<file path="src/rtl/chacha_block_sequencer.sv">
// chacha_block_sequencer
//
// Runs the ChaCha20 block function for a run of consecutive keystream blocks.
// When a job is accepted, the 16-word initial state is built from the
// constants, the key, the block counter and the nonce. The working state goes
// to an external combinational double-round unit for NUM_DR cycles. The
// initial state is then added word-wise to the result, and the 512-bit
// keystream block is presented on a valid/ready interface. After each block
// the counter is incremented, until the requested number of blocks is done.
// The counter never wraps: a job that would wrap is cut short and flagged.
//
// Ports
//   clk, reset_n      clock, synchronous active-low reset
//   start             job request, accepted only in IDLE
//   key, nonce        256-bit key and 96-bit nonce, word i at [32*i+:32]
//   counter_init      block counter of the first block
//   num_blocks        number of blocks to produce (0 = finish at once)
//   abort             cancel the current job, return to IDLE
//   dr_state_o        working state to the double-round unit
//   dr_state_i        double-round result of dr_state_o, same cycle
//   ks_valid/ks_ready keystream handshake
//   ks_data           keystream block, word i at [32*i+:32]
//   ks_counter        block counter used for ks_data
//   busy              high in every state except IDLE
//   done              one-cycle pulse when the job finishes
//   err_wrap          one-cycle pulse with done when the counter would wrap
//
// state   | meaning
// --------+------------------------------------------------------------
// S_IDLE  | waiting for start
// S_ROUND | one double round per cycle; round_left counts down to 0
// S_OUT   | keystream block held on ks_data until the handshake
// S_DONE  | done (and possibly err_wrap) pulse, then IDLE

module chacha_block_sequencer #(
  parameter int NUM_DR = 10,
  parameter int BLK_W  = 16
) (
  input  logic              clk,
  input  logic              reset_n,
  input  logic              start,
  input  logic [255:0]      key,
  input  logic [95:0]       nonce,
  input  logic [31:0]       counter_init,
  input  logic [BLK_W-1:0]  num_blocks,
  input  logic              abort,
  output logic [511:0]      dr_state_o,
  input  logic [511:0]      dr_state_i,
  output logic              ks_valid,
  input  logic              ks_ready,
  output logic [511:0]      ks_data,
  output logic [31:0]       ks_counter,
  output logic              busy,
  output logic              done,
  output logic              err_wrap
);

  typedef enum logic [1:0] {
    S_IDLE,
    S_ROUND,
    S_OUT,
    S_DONE
  } state_t;

  localparam logic [3:0]  RND_LAST = 4'(NUM_DR - 1);
  localparam logic [31:0] CTR_MAX  = 32'hFFFF_FFFF;

  state_t           state_q, state_d;
  logic [511:0]     working_q;
  logic [511:0]     init_q;
  logic [511:0]     ks_data_q;
  logic [31:0]      ks_counter_q;
  logic [BLK_W-1:0] blocks_left_q;
  logic [3:0]       round_left_q;
  logic             wrap_q;

  logic             load_first;
  logic             load_next;
  logic             set_wrap;
  logic             last_round;
  logic [31:0]      ctr_cur;
  logic [511:0]     init_first;
  logic [511:0]     init_next;
  logic [511:0]     ks_sum;

  function automatic logic [511:0] build_state(
    input logic [255:0] k,
    input logic [95:0]  n,
    input logic [31:0]  c
  );
    logic [511:0] s;
    s[0   +: 32]  = 32'h6170_7865;
    s[32  +: 32]  = 32'h3320_646e;
    s[64  +: 32]  = 32'h7962_2d32;
    s[96  +: 32]  = 32'h6b20_6574;
    s[128 +: 256] = k;
    s[384 +: 32]  = c;
    s[416 +: 96]  = n;
    return s;
  endfunction

  // Sixteen independent 32-bit adds; carries must not cross word boundaries.
  function automatic logic [511:0] add_words(
    input logic [511:0] a,
    input logic [511:0] b
  );
    logic [511:0] r;
    for (int i = 0; i < 16; i++) begin
      r[32*i +: 32] = a[32*i +: 32] + b[32*i +: 32];
    end
    return r;
  endfunction

  // The block counter lives in word 12 of the initial state.
  assign ctr_cur    = init_q[384 +: 32];
  assign init_first = build_state(key, nonce, counter_init);
  assign init_next  = {init_q[511:416], ctr_cur + 32'd1, init_q[383:0]};
  assign ks_sum     = add_words(dr_state_i, init_q);
  assign last_round = (round_left_q == 4'd0);

  always_comb begin
    state_d    = state_q;
    load_first = 1'b0;
    load_next  = 1'b0;
    set_wrap   = 1'b0;
    case (state_q)
      S_IDLE: begin
        if (start) begin
          if (num_blocks != '0) begin
            state_d    = S_ROUND;
            load_first = 1'b1;
          end else begin
            state_d = S_DONE;
          end
        end
      end
      S_ROUND: begin
        if (abort) begin
          state_d = S_IDLE;
        end else if (last_round) begin
          state_d = S_OUT;
        end
      end
      S_OUT: begin
        // abort wins over a handshake in the same cycle
        if (abort) begin
          state_d = S_IDLE;
        end else if (ks_ready) begin
          if (blocks_left_q == BLK_W'(1)) begin
            state_d = S_DONE;
          end else if (ctr_cur == CTR_MAX) begin
            state_d  = S_DONE;
            set_wrap = 1'b1;
          end else begin
            state_d   = S_ROUND;
            load_next = 1'b1;
          end
        end
      end
      S_DONE: begin
        state_d = S_IDLE;
      end
      default: begin
        state_d = S_IDLE;
      end
    endcase
  end

  always_ff @(posedge clk) begin
    if (!reset_n) begin
      state_q       <= S_IDLE;
      working_q     <= '0;
      init_q        <= '0;
      ks_data_q     <= '0;
      ks_counter_q  <= '0;
      blocks_left_q <= '0;
      round_left_q  <= '0;
      wrap_q        <= 1'b0;
    end else begin
      state_q <= state_d;
      // wrap_q is set only on the edge into S_DONE, so it is high exactly
      // for the done cycle
      wrap_q  <= set_wrap;
      if (load_first) begin
        init_q        <= init_first;
        working_q     <= init_first;
        blocks_left_q <= num_blocks;
        round_left_q  <= RND_LAST;
      end else if (load_next) begin
        init_q        <= init_next;
        working_q     <= init_next;
        blocks_left_q <= blocks_left_q - BLK_W'(1);
        round_left_q  <= RND_LAST;
      end else if (state_q == S_ROUND && !abort) begin
        working_q <= dr_state_i;
        if (last_round) begin
          ks_data_q    <= ks_sum;
          ks_counter_q <= ctr_cur;
        end else begin
          round_left_q <= round_left_q - 4'd1;
        end
      end
    end
  end

  assign dr_state_o = working_q;
  assign ks_valid   = (state_q == S_OUT);
  assign ks_data    = ks_data_q;
  assign ks_counter = ks_counter_q;
  assign busy       = (state_q != S_IDLE);
  assign done       = (state_q == S_DONE);
  assign err_wrap   = (state_q == S_DONE) && wrap_q;

endmodule

</file>
<file path="config.mk">
export PLATFORM = sky130hd
export DESIGN_NAME = chacha_block_sequencer
export DESIGN_NICKNAME = d
export VERILOG_FILES = /design/src/rtl/chacha_block_sequencer.sv
export SDC_FILE = /design/constraint.sdc
export NUM_CORES = 2
export LEC_CHECK = 0
export ABC_CLOCK_PERIOD_IN_PS = 4410
export CAP_MARGIN = 25
export CORE_AREA = 2 2 765 767
export CTS_CLUSTER_SIZE = 28
export DETAILED_ROUTE_END_ITERATION = 8
export DIE_AREA = 0 0 767 769
export DONT_BUFFER_PORTS = 1
export PLACE_DENSITY = 0.3
export REMOVE_ABC_BUFFERS = 1
export SLEW_MARGIN = 20
export SYNTH_ARGS = -nofsm -noshare
export SYNTH_HDL_FRONTEND = slang
export SYNTH_SLANG_ARGS = --single-unit
</file>
<file path="constraint.sdc">
create_clock -name clk -period 4.41 [get_ports clk]
set_input_delay 0.882 -clock clk [delete_from_list [all_inputs] [get_ports clk]]
set_output_delay 0.882 -clock clk [all_outputs]
set_load 0.05 [all_outputs]
</file>
; ---- After elaboration in Yosys (flattened, before gate mapping)
; Cells that the tools add are included.
[word_totals]
ff_bits = 1519
input_bits = 917
output_inout_bits = 1060
word_cells = 91
[classes]
addsub = 19
eq_ne = 9
n_mux = 29
bitwise_logic = 6
n_reduce_logical = 17
[ops]
columns = op, count
row1 = 512-bit two-way mux, 4
row2 = 416-bit two-way mux, 1
row3 = 32-bit adder, 12
row4 = 32-bit by 31-bit adder with 32-bit output, 3
row5 = 32-bit by 1-bit adder with 32-bit output (second input constant), 1
row6 = 32-bit by 30-bit adder with 32-bit output, 1
row7 = 32-bit == test (second input constant), 1
row8 = 16-bit two-way mux, 2
row9 = 16-bit by 1-bit == test with 1-bit output (second input constant), 1
row10 = 2-bit two-way mux, 8
row11 = 4-bit two-way mux, 4
row12 = 16-bit nonzero test, 1
row13 = 16-bit by 1-bit subtractor with 16-bit output (second input constant), 1
row14 = 1-bit two-way mux, 9
row15 = 2-bit case mux with 4 select lines, 1
row16 = 3-bit inequality test (second input constant), 2
row17 = 1-bit NOT, 6
row18 = 2-bit nonzero test, 3
row19 = 5-bit OR reduction, 1
row20 = 2-bit == test (second input constant), 2
row21 = 4-bit zero test, 1
row22 = 2-bit AND reduction, 2
row23 = 4-bit AND reduction, 1
row24 = 4-bit by 1-bit subtractor with 4-bit output (second input constant), 1
row25 = other kinds (10), 11

; ---- Depth between registers and ports, before layout
[logic_depth]
word_depth = 8
ltp_mapped = 15
depth_no_buf = 12

; ---- Least setup slack after synthesis
; No wires, ideal clock.
[synth_path]
path_kind = register to register
from = register, netlist name init_q[126]
to = register ks_data_q[62] (netlist: ks_data[62])
setup_ns = 0.128
arrival_ns = 3.919
required_ns = 4.282
setup_slack_ns = 0.363
stages_incl_launch_ff = 12
n_path_buf = 0
period_less_slack_ns = 4.047
cell_sequence = dfxtp_1 ha_1 a21o_1 a21oi_1 o21bai_1 a2111oi_0 o31ai_1 a211oi_1 o21bai_1 a21oi_1 xor2_1 o21ai_0
[synth_lines]
columns = item, line_no
row1 = end signal: assignment, 197  ; ks_data_q <= ks_sum;
row2 = end: declaration, 71  ; logic [511:0] ks_data_q;

; ---- Worst setup path in the final report
[layout_path]
from = register init_q[320]
to = register ks_data_q[344] (netlist: ks_data[344])
[layout_between]
elab_chain_cells = 1
[layout_rtl]
columns = item, line_no
row1 = start: declaration, 70  ; logic [511:0] init_q;
row2 = start signal: assignment, 185  ; init_q <= init_first;
row3 = start signal: assignment, 190  ; init_q <= init_next;
row4 = 32-bit adder, 109  ; r[32*i +: 32] = a[32*i +: 32] + b[32*i +: 32];
; No other way between the ends.
; A chain may end at the register's enable or synchronous reset.

==> reports/results.txt <==
vias in the first global route - 74.1k
clk_lat worst skew - 0.93 ns
FFs w/ async S/R, synth - 0%
Syn Area/Cell - 7.71 um^2
Placement Setup Slack - -0.120 ns
Final Hold Viols - 0
post-route cell area - 97700 um^2
CTS Buffer Depth - 4
Slew Limit Fails - 0
Combinational Power Share - 19.4%
Cell Area, Synth - 77100 um^2
RSZ-0062 raised after global routing - no
Reg power frac - 40.4%
Placed Cells - 17.4k
die height - 769 um
Critical-path top delay cell - a2111oi_1
number of synthesis warnings - 0
Final min period - 4.02 ns
flop2flop setup slack - 0.39 ns
gpl congestion - 0.862
CP max FO - 4
switching power share of the total - 38.1%
RR Endpoint - ks_data[344]
Reg clk slew, reported paths - 0.07 ns
CP peak stage delay - 0.51 ns
CTS buffer count - 207
DP HPWL - 426000 um
CTS sink count - 1464
row cnt - 280
vias per std cell - 4.16
Worst Path Arrival - 4.82 ns
cells on worst reg2reg path - 13
core outline area - 581000 um^2
HP Class - primary input to register
Max Clock Skew - 0.0642 ns
ANT nets after route - 0
sequence of cells on the critical path - ha_1 > fa_1 > a211oi_1 > nor3_1 > nor4b_2 > o21ai_0 > a2111oi_1 > buf_4 > nor2_1 > a211o_1 > o31ai_1 > xor2_1 > o21ai_1
Worst Hold Margin - 0.140 ns
DIE WIDTH - 767 um
Iteration-0 DRC Markers - 4663
final setup margin - 0.387 ns
status - complete, no violations
Final Net Count - 11.5k
critical path capture point type - register
Layout Cells excl Fill - 18.2k
commonest non-fill, non-tap cell in the layout - nand2_1
Post-CTS Setup Repair Bufs - 0
initial antenna violation count - 184
CTS tree - done
PwrDens - 462 nW/um^2
die area - 590000 um^2
Post-Synthesis Cells - 10.0k
Post-DP Area - 87000 um^2
Setup violations, final - 0
most frequent cells in the layout - nand2_1, a21oi_1, dfxtp_1
Max Freq - 249 MHz
CP required - 5.20 ns
global-route wire length before repair - 713000 um
final wirelength - 542000 um
H-Tree Depth - 4
Residual DRC - 0
Top FF cell, synth - dfxtp_1
maximum VDD drop - 0.000311 V
Post-synth EDFFs - 0
Pre-Repair DR Iteration Count - 6
HP Start - key[221]
Starting Density - 13.3%
Switch Pwr - 17.2 mW
internal power - 28.0 mW
count of input and output buffers - 0
WL per Instance - 29.8 um
maxcap violations - 0
GRT Util Overall - 17.5%
Netlist cell types - 91
Top Ports - 1977
Final period util - 91.2%
share of cells above drive strength 1 - 6.15%
largest net degree at the start of global routing - 153
synthesis-stage register bit count - 1464
PostCTS Resize Cnt - 0
crit start category - register
worst-margin pin slew - 1.13 ns
synthesis-to-layout area growth - 26.6%
Root Driver - clkbuf_16
Remaining Overflow, GRT - 0
Slew HR - 24.3%
clock share of power - 40.2%
Hold Path End - init_q[349]
Worst Setup Path Type - register to register
FF-to-FF Start - init_q[320]
leakage power - 36.8 nW
Worst Hold Depth - 2
DR vias - 75.8k
register area share after synthesis - 38.0%
Yosys cell counts (all sizes together) (15+ instances only):
| master | number | area, um^2 |
|---|---|---|
| or3 | 48 | 305 |
| ha | 435 | 5440 |
| nand4 | 53 | 347 |
| a221oi | 210 | 1840 |
| xnor2 | 292 | 2560 |
| a31oi | 56 | 350 |
| nand3 | 140 | 701 |
| o31ai | 29 | 218 |
| xor2 | 149 | 1310 |
| nor4 | 16 | 121 |
| o21a | 47 | 353 |
| and3 | 57 | 357 |
| o21bai | 73 | 548 |
| and2 | 17 | 106 |
| a211oi | 107 | 803 |
| inv | 95 | 357 |
| a311oi | 24 | 210 |
| nor2 | 579 | 2190 |
| nor3 | 72 | 365 |
| buf | 126 | 835 |
| mux2i | 167 | 1670 |
| o21ai | 623 | 3120 |
| nand2b | 51 | 319 |
| a22oi | 17 | 128 |
| a21oi | 1550 | 7760 |
| a211o | 15 | 131 |
| nor2b | 49 | 307 |
| nand2 | 2463 | 9250 |
| dfxtp | 1464 | 29300 |
| clkbuf | 508 | 1910 |
| o211ai | 32 | 240 |
| a21o | 223 | 1670 |
worst max-delay path by stage:
stage	start	to	slack, ns	depth (start not counted)
floorplan	abort	ks_data[381]	-32.26	5
global placement	dr_state_i[320]	ks_data[344]	-0.10	13
detailed placement	dr_state_i[320]	ks_data[344]	-0.12	13
CTS	init_q[320]	ks_data[344]	0.44	13
global route	init_q[320]	ks_data[346]	0.19	13
finish	init_q[320]	ks_data[344]	0.39	13
cells by family (layout without fill, tap and decap cells):
| family | Yosys count | after routing | share of synthesized area [%] |
|---|---|---|---|
| muxes | 170 | 170 | 2.21 |
| buffers and inverters | 729 | 1044 | 4.02 |
| other | 0 | 131 | 0 |
| adders and majority gates | 448 | 448 | 7.39 |
| and+or+nand+nor | 3612 | 3612 | 19.3 |
| DFF | 1464 | 1464 | 38.0 |
| AOI/OAI and AO/OA | 3138 | 3138 | 24.1 |
| xor gates and xnor gates | 441 | 441 | 5.01 |
power groups by stage:
stage	Sequential (mW)	Combinational (mW)	Clock, mW
floorplan	17.7	6.02	0
global placement	18.6	8.55	0
detailed placement	18.6	8.55	0
CTS	18.3	8.95	18.9
global route	18.3	9.66	19.3
finish	18.2	8.76	18.2
layer usage:
metal  GRT usage (%)  share of wire, %  up-vias
met2            30.7                49     2565
met1            17.8                36    36900
met3            7.54               9.9      767
met4            8.26               5.5       86
met5               0              0.11        -
li1                -                 -    35500
layout make-up:
cell class,instances,area (um^2)
clock buffers,285,5830
diodes,131,328
fillers,66500,483000
repair buffers,572,6040
well taps,7755,9700
inverters,95,364
flip-flops and latches,1464,29300
multi-input cells,7809,44800
clock inverters,92,1250
per-stage QoR:
step	TNS, ns	utilization [%]	total power [mW]
2_1_floorplan	-	-	23.7
3_3_place_gp	-0.212	14.9	27.1
3_5_place_dp	-0.263	15.0	27.1
4_1_cts	0	16.8	46.1
5_1_grt	0	16.8	47.3
6_report	0	16.8	45.2
state kept, by name, summed over array words and instances (netlist names):
register	cells
blocks_left_q	16
dr_state_o	512
init_q	385
ks_counter	32
ks_data	512
round_left_q	4
state_q	2
wrap_q	1
repair_timing:
action,CTS,global route
setup endpoints to repair,0,0
hold buffers,327,0
hold endpoints to repair,430,0
critical path: cells and delay by family (launching register included):
| kind | cells | cell delay (ns) |
|---|---|---|
| and+or+nand+nor | 3 | 0.66 |
| DFF | 1 | 0.32 |
| xor gates and xnor gates | 1 | 0.19 |
| AOI/OAI and AO/OA | 6 | 1.87 |
| adders and majority gates | 2 | 0.64 |
| buffers and inverters | 1 | 0.20 |
No activity file was read; power rests on OpenSTA's default activity.
